**src/rtl/alu_op_sequencer.sv**
```systemverilog
`default_nettype none
// ============================================================================
// Module   : alu_op_sequencer
// Brief    : Multi-cycle function-code sequencer for the ALU/HiLo datapath.
//            Optional abort input enabled by defining ALU_SEQ_ABORT_EN.
// Revision : 1.0 - initial release
// ============================================================================
module alu_op_sequencer #(
    parameter int MUL_CYCLES = 32,
    parameter int DIV_CYCLES = 32,
    parameter int CNT_W      = 6
) (
    input  logic       clk,
    input  logic       reset,
    input  logic       req_valid,
    output logic       req_ready,
    input  logic [5:0] req_funct,
    output logic [5:0] dp_signal,
    output logic       mul_start,
    output logic       div_start,
    output logic       hilo_we,
    output logic       resp_valid,
    input  logic       resp_ready,
    output logic [5:0] resp_funct,
    output logic       resp_err,
`ifdef ALU_SEQ_ABORT_EN
    output logic       busy,
    input  logic       abort
`else
    output logic       busy
`endif
);

    localparam logic [5:0] c_AND   = 6'd36;
    localparam logic [5:0] c_OR    = 6'd37;
    localparam logic [5:0] c_ADD   = 6'd32;
    localparam logic [5:0] c_SUB   = 6'd34;
    localparam logic [5:0] c_SLT   = 6'd42;
    localparam logic [5:0] c_SRL   = 6'd2;
    localparam logic [5:0] c_MULTU = 6'd25;
    localparam logic [5:0] c_DIVU  = 6'd27;
    localparam logic [5:0] c_MFHI  = 6'd16;
    localparam logic [5:0] c_MFLO  = 6'd18;

    localparam logic [CNT_W-1:0] c_MUL_LOAD = CNT_W'(MUL_CYCLES - 1);
    localparam logic [CNT_W-1:0] c_DIV_LOAD = CNT_W'(DIV_CYCLES - 1);

    typedef enum logic [2:0] {
        S_IDLE  = 3'd0,
        S_EXEC  = 3'd1,
        S_LONG  = 3'd2,
        S_WRITE = 3'd3,
        S_RESP  = 3'd4
    } state_t;

    state_t           r_state_q, w_state_d;
    logic [5:0]       r_funct_q, w_funct_d;
    logic             r_err_q, w_err_d;
    logic [CNT_W-1:0] r_cnt_q, w_cnt_d;

    logic       r_req_ready_q, w_req_ready_d;
    logic [5:0] r_dp_signal_q, w_dp_signal_d;
    logic       r_mul_start_q, w_mul_start_d;
    logic       r_div_start_q, w_div_start_d;
    logic       r_hilo_we_q, w_hilo_we_d;
    logic       r_resp_valid_q, w_resp_valid_d;
    logic [5:0] r_resp_funct_q, w_resp_funct_d;
    logic       r_resp_err_q, w_resp_err_d;
    logic       r_busy_q, w_busy_d;
    logic       w_abort;

`ifdef ALU_SEQ_ABORT_EN
    assign w_abort = abort;
`else
    assign w_abort = 1'b0;
`endif

    function automatic logic is_single(input logic [5:0] f);
        case (f)
            c_AND, c_OR, c_ADD, c_SUB, c_SLT, c_SRL, c_MFHI, c_MFLO: is_single = 1'b1;
            default:                                                 is_single = 1'b0;
        endcase
    endfunction

    always_comb begin
        w_state_d = r_state_q;
        w_funct_d = r_funct_q;
        w_err_d   = r_err_q;
        w_cnt_d   = r_cnt_q;
        case (r_state_q)
            S_IDLE: begin
                if (req_valid) begin
                    w_funct_d = req_funct;
                    w_err_d   = 1'b0;
                    if (req_funct == c_MULTU) begin
                        w_state_d = S_LONG;
                        w_cnt_d   = c_MUL_LOAD;
                    end else if (req_funct == c_DIVU) begin
                        w_state_d = S_LONG;
                        w_cnt_d   = c_DIV_LOAD;
                    end else if (is_single(req_funct)) begin
                        w_state_d = S_EXEC;
                    end else begin
                        w_state_d = S_RESP;
                        w_err_d   = 1'b1;
                    end
                end
            end
            S_EXEC:  w_state_d = S_RESP;
            S_LONG: begin
                if (w_abort) begin
                    w_state_d = S_IDLE;
                end else if (r_cnt_q == '0) begin
                    w_state_d = S_WRITE;
                end else begin
                    w_cnt_d = r_cnt_q - 1'b1;
                end
            end
            S_WRITE: w_state_d = w_abort ? S_IDLE : S_RESP;
            S_RESP:  if (resp_ready) w_state_d = S_IDLE;
            default: w_state_d = S_IDLE;
        endcase

        // Outputs are decoded from the next state so they register cleanly.
        w_req_ready_d  = (w_state_d == S_IDLE);
        w_busy_d       = (w_state_d != S_IDLE);
        w_dp_signal_d  = (w_state_d == S_EXEC || w_state_d == S_LONG || w_state_d == S_WRITE)
                         ? w_funct_d : 6'd0;
        w_mul_start_d  = (r_state_q == S_IDLE) && (w_state_d == S_LONG) && (w_funct_d == c_MULTU);
        w_div_start_d  = (r_state_q == S_IDLE) && (w_state_d == S_LONG) && (w_funct_d == c_DIVU);
        w_hilo_we_d    = (w_state_d == S_WRITE);
        w_resp_valid_d = (w_state_d == S_RESP);
        w_resp_funct_d = (w_state_d == S_RESP) ? w_funct_d : 6'd0;
        w_resp_err_d   = (w_state_d == S_RESP) && w_err_d;
    end

    always_ff @(posedge clk) begin
        if (reset) begin
            r_state_q      <= S_IDLE;
            r_funct_q      <= 6'd0;
            r_err_q        <= 1'b0;
            r_cnt_q        <= '0;
            r_req_ready_q  <= 1'b1;
            r_dp_signal_q  <= 6'd0;
            r_mul_start_q  <= 1'b0;
            r_div_start_q  <= 1'b0;
            r_hilo_we_q    <= 1'b0;
            r_resp_valid_q <= 1'b0;
            r_resp_funct_q <= 6'd0;
            r_resp_err_q   <= 1'b0;
            r_busy_q       <= 1'b0;
        end else begin
            r_state_q      <= w_state_d;
            r_funct_q      <= w_funct_d;
            r_err_q        <= w_err_d;
            r_cnt_q        <= w_cnt_d;
            r_req_ready_q  <= w_req_ready_d;
            r_dp_signal_q  <= w_dp_signal_d;
            r_mul_start_q  <= w_mul_start_d;
            r_div_start_q  <= w_div_start_d;
            r_hilo_we_q    <= w_hilo_we_d;
            r_resp_valid_q <= w_resp_valid_d;
            r_resp_funct_q <= w_resp_funct_d;
            r_resp_err_q   <= w_resp_err_d;
            r_busy_q       <= w_busy_d;
        end
    end

    assign req_ready  = r_req_ready_q;
    assign dp_signal  = r_dp_signal_q;
    assign mul_start  = r_mul_start_q;
    assign div_start  = r_div_start_q;
    assign hilo_we    = r_hilo_we_q;
    assign resp_valid = r_resp_valid_q;
    assign resp_funct = r_resp_funct_q;
    assign resp_err   = r_resp_err_q;
    assign busy       = r_busy_q;

endmodule
`default_nettype wire

```
**config.mk**
```make
export PLATFORM = sky130hd
export DESIGN_NAME = alu_op_sequencer
export DESIGN_NICKNAME = d
export VERILOG_FILES = /design/src/rtl/alu_op_sequencer.sv
export SDC_FILE = /design/constraint.sdc
export NUM_CORES = 1
export LEC_CHECK = 0
export BUFFER_PORTS_ARGS = -buffer_cell sky130_fd_sc_hd__buf_2
export CORE_MARGIN = 5
export CORE_UTILIZATION = 52
export CTS_CLUSTER_DIAMETER = 60
export DETAILED_ROUTE_END_ITERATION = 8
export PLACE_DENSITY = 0.8
export SLEW_MARGIN = 15
export SYNTH_ARGS = -nofsm -noshare
export SYNTH_HDL_FRONTEND = slang
export SYNTH_SLANG_ARGS = --single-unit
```
**constraint.sdc**
```tcl
create_clock -name clk -period 1.87 [get_ports clk]
set_input_delay 0.2805 -clock clk [delete_from_list [all_inputs] [get_ports clk]]
set_output_delay 0.2805 -clock clk [all_outputs]
set_load 0.02 [all_outputs]
```
Yosys cells after proc, flatten, opt, wreduce, memory -nomap -nowiden. Cells that the tools add are included.

$add $sub $neg: 1. Equal/unequal tests: 23. Muxes and demuxes: 24. Bitwise operators: 2. Reduce and logical (&&, ||, !) cells: 16.

Operators by type and width (count): equality test 6 x 5 -> 1 bit, second input constant (6); two-way mux 6 bit (6); equality test 6 bit, second input constant (5); two-way mux 3 bit (6); equality test 3 x 2 -> 1 bit, second input constant (4); one-hot mux 3 bit (4 select lines) (1); one-hot mux 6 bit (2 select lines) (1); two-way mux 1 bit (10); OR reduction 8 bit (1); equality test 3 x 1 -> 1 bit, second input constant (2); equality test 3 bit, second input constant (2); equality test 6 x 2 -> 1 bit, second input constant (1); zero test 3 bit (2); zero test 6 bit (1); OR reduction 2 bit (3); subtractor 6 x 1 -> 6 bit, second input constant (1); logical AND 1 bit (4); != test 2 bit, second input constant (2); AND reduction 4 bit (1); != test 3 bit, second input constant (1); nonzero test 3 bit (1); logical OR 1 bit (2); inverter 1 bit (2); nonzero test 2 bit (1).

Flip-flop bits (word level): 35. Input port bits: 10. Output and inout port bits: 19. Logic and storage cells: 79.

Longest topological paths before layout.
Word-level depth: 17. Gate-level depth with buffers: 9. Depth with buffers taken out: 8.

Least setup slack after synthesis. No wires, ideal clock.

Path kind: reg2reg. From: reg r_state_q[1]. To: reg r_req_ready_q (netlist: req_ready). Library setup time: 0.113 ns. Arrival time: 1.530 ns. Data required time: 1.757 ns. Setup slack: 0.227 ns. Cell stages (with the launch flop): 8. Path buffers: 2. Clock period less this slack: 1.643 ns. Cell sequence: dfxtp_1 -> buf_6 -> nand2b_4 -> nor3_4 -> a221oi_2 -> or2_1 -> buf_6 -> and2_4.

Word-level cells in the longest chain between the ends: 4. Elaborated cells between the ends (all ways): 11. Classes of those cells: eq/ne (4); mux (4); reduce/logical (3).

RTL lines: start: declaration (line 56) `state_t r_state_q, w_state_d;`; start signal: assignment (line 153) `r_state_q <= w_state_d;`; equality test 3 x 2 -> 1 bit / equality test 3 x 1 -> 1 bit (equally long branches) (line 90) `case (r_state_q)`; OR reduction 2 bit (no line); one-hot mux 3 bit (4 select lines) * (line 90); zero test 3 bit * (line 125) `w_req_ready_d = (w_state_d == S_IDLE);`; end signal: assignment (line 157) `r_req_ready_q <= w_req_ready_d;`; end: declaration (line 61) `logic r_req_ready_q, w_req_ready_d;`.

Every way passes the cells marked *; elsewhere a longest branch is shown, timed or not. A chain may end at the register's enable or synchronous reset.

Worst setup path in the final report.
From: reg r_cnt_q[0]. To: reg r_cnt_q[5].

Word-level cells in the longest chain between the ends: 3. Elaborated cells between the ends (all ways): 6. Classes of those cells: add/sub (1); eq/ne (1); mux (2); reduce/logical (2).

RTL lines: start: declaration (line 59) `logic [CNT_W-1:0] r_cnt_q, w_cnt_d;`; start signal: assignment (line 156) `r_cnt_q <= w_cnt_d;`; subtractor 6 x 1 -> 6 bit / zero test 6 bit (equally long branches) (line 116, 113); two-way mux 6 bit / != test 2 bit (equally long branches); one-hot mux 6 bit (2 select lines) / AND reduction 4 bit (equally long branches).

Parallel ways exist; a longest one is shown, timed or not. The select of a mux whose other input is x is not followed.

==> results_dict.tcl <==
set metrics [dict create \
    ios 29 \
    synth_common_cells "dfxtp_1 (35), nor2_1 (27), inv_1 (7), mux2i_1 (7), nor3_1 (6)" \
    die_h_um 61.3 \
    ys_types 33 \
    port_buffers 28 \
    synthCells 137 \
    fill_cells 223 \
    critical_path.max_fanout 6 \
    path_clk_slew_ps 100 \
    finalSetupTns_ps 0 \
    leakagePower_nw 0.717 \
    synth_seq_area_share_pct 51.1 \
    maxSlewHeadroom_pct 71.1 \
    finalSetupViolCount 0 \
    cts_root_buffer "clkbuf_4" \
    gp_congestion 0.923 \
    multi_input_comb_area_um2 578 \
    h-tree-depth 2 \
    slew_violations 0 \
    die-width_um 61.3 \
    routed_wl_um 2790 \
    numCtsBuffers 5 \
    cts_resized 0 \
    yosys_most_used_dff "dfxtp_1" \
    finalHoldViolations 0 \
    coreArea_um2 2500 \
    n_antenna_cell 0 \
    fmax_mhz 599 \
    fin_nets 180 \
    cap_violations 0 \
    start_util_pct 54.8 \
    ys_async_sr_fraction_pct 0 \
    period_minus_slack_ps 1670 \
    syn_area_per_cell_um2 10.0 \
    worstMarginPinSlew_ps 422 \
    dp_hpwl_um 2160 \
    rsz0062_at_grt "false" \
    yosysWarnings 0 \
    grt_usage_pct 17.9 \
    drt_iter0_markers 50 \
    arrival_ps 1940 \
    dp_cells 192 \
    outcome "completed" \
    grt_pass1_vias 1111 \
    rows 18 \
    dr_total_vias 1053 \
    hold_buffers 0 \
    vdd_drop_max_uv 847 \
    antenna_left 0 \
    fin_worst_skew_ps 8.16 \
    grt_max_degree 20 \
    synth.most_common_cell "dfxtp_1" \
    regArea_um2 701 \
    syn-num-nets 148 \
    clk_latency_ps 340 \
    ys_ff_latch 35 \
    dr.pass1.iters 4 \
    synth_edf_count 0 \
    min_path_type "input pin to register" \
    cts_tree "done" \
    syn-cell-area_um2 1370 \
    end_kind "register" \
    fin_util_pct 64.1 \
    synth_area_leaders "dfxtp_1 (51%), nor2_1 (7.4%), mux2i_1 (5.1%), buf_6 (4.1%), nor3_1 (2.2%)" \
    powerDensity_nw_per_um2 972 \
    post-route-period-util_pct 89.3 \
    required_ps 2140 \
    yosysTopAreaCellShare_pct 51.1 \
    drive_gt1_share_pct 28.2 \
    die_area_um2 3760 \
    cts_setup_buffers 0 \
    worstSetupStartpointType "register" \
    grt_pass1_wl_um 4860 \
    antenna_found_initial 0 \
    fin_cells 200 \
    area_growth_pct 17.0 \
    cts_sinks 35 \
    post_drt_via_cell_ratio 5.27 \
    drc 0 \
    gr-total-overflow 0 \
    clk_path_buf_depth 2 \
    synth.largest_area_cell "dfxtp_1" \
    path_class "register to register" \
    wl_per_cell_um 14.0 \
]
==> flip-flops by register name (all words and copies together), names as in the netlist, 3 cells and up <==
name / flops
dp_signal: 6
r_cnt_q: 6
r_funct_q: 6
resp_funct: 6
r_state_q: 3
==> worst max-delay path, stage by stage, from the launching register on <==
cell	delay, ps
dfxtp_1	380
inv_1	60
ha_1	200
nor2b_1	160
nand4b_1	120
and3b_1	270
nand3_1	130
xor2_1	160
nor3_1	110
==> per-stage QoR <==
| stage | total power, mW | hold WS (ps) | instance area, um2 | setup slack [ps] |
|---|---|---|---|---|
| 3_5_place_dp | 1.00 | 492 | 1510 | 2.15 |
| 3_3_place_gp | 0.993 | 471 | 1510 | 107 |
| 4_1_cts | 1.57 | 197 | 1600 | 199 |
| 5_1_grt | 1.63 | 217 | 1600 | 23.7 |
| 2_1_floorplan | 0.949 | 359 | 1370 | 227 |
| 6_report | 1.56 | 212 | 1600 | 200 |
==> cell type report <==
class | count | share of cell area (%)
flip-flops and latches | 35 | 43.7
clock inverters | 2 | 2.42
clock buffers | 6 | 3.20
well taps | 30 | 2.34
repair buffers | 32 | 10.6
inverters | 7 | 1.64
multi-input cells | 88 | 36.1
==> worst paths after layout <==
path / depth (start not counted) / slack, ps / from / to
min: 2 / 210 / req_funct[1] / mul_start
max reg2reg: 8 / 200 / r_cnt_q[0] / r_cnt_q[5]
min reg2reg: 2 / 520 / r_cnt_q[4] / r_cnt_q[4]
max: 8 / 200 / r_cnt_q[0] / r_cnt_q[5]
==> report_power, final <==
group | internal, mW | switching, mW | total [mW]
registers | 0.780 | 0.0135 | 0.793
logic | 0.0714 | 0.117 | 0.188
clock network | 0.323 | 0.254 | 0.576
==> cells in the final DEF (no fill, tap or decap), types with 4 or more instances in the layout <==
master and n:
o21ai_0 4, dfxtp_1 35, nor2_1 27, nor3_1 6
nand2_1 5, inv_1 7, clkbuf_4 5, a21oi_1 4
buf_4 4, mux2i_1 7, buf_2 28
==> layer usage <==
metal | vias up | global-route usage [%] | part of all wire, % | wire length [um]
met1 | 498 | 18.3 | 40 | 1110
met4 | 0 | 10.0 | 2.7 | 74
met3 | 8 | 5.03 | 3.6 | 100
met5 | - | 0 | 0 | 0
li1 | 527 | - | - | -
met2 | 20 | 32.6 | 54 | 1510
==> cell families after synthesis <==
kind of cell             after synthesis  share of synthesized area, %
multiplexers                           7                          5.11
XOR/XNOR                               4                          2.56
AND/OR/NAND/NOR                       62                          24.9
flip-flops                            35                          51.1
adder cells (fa/ha/maj)                1                         0.913
AO/OA/AOI/OAI                         14                          8.68
buffers and inverters                 14                          6.67
Power figures use the tool's default switching activity.
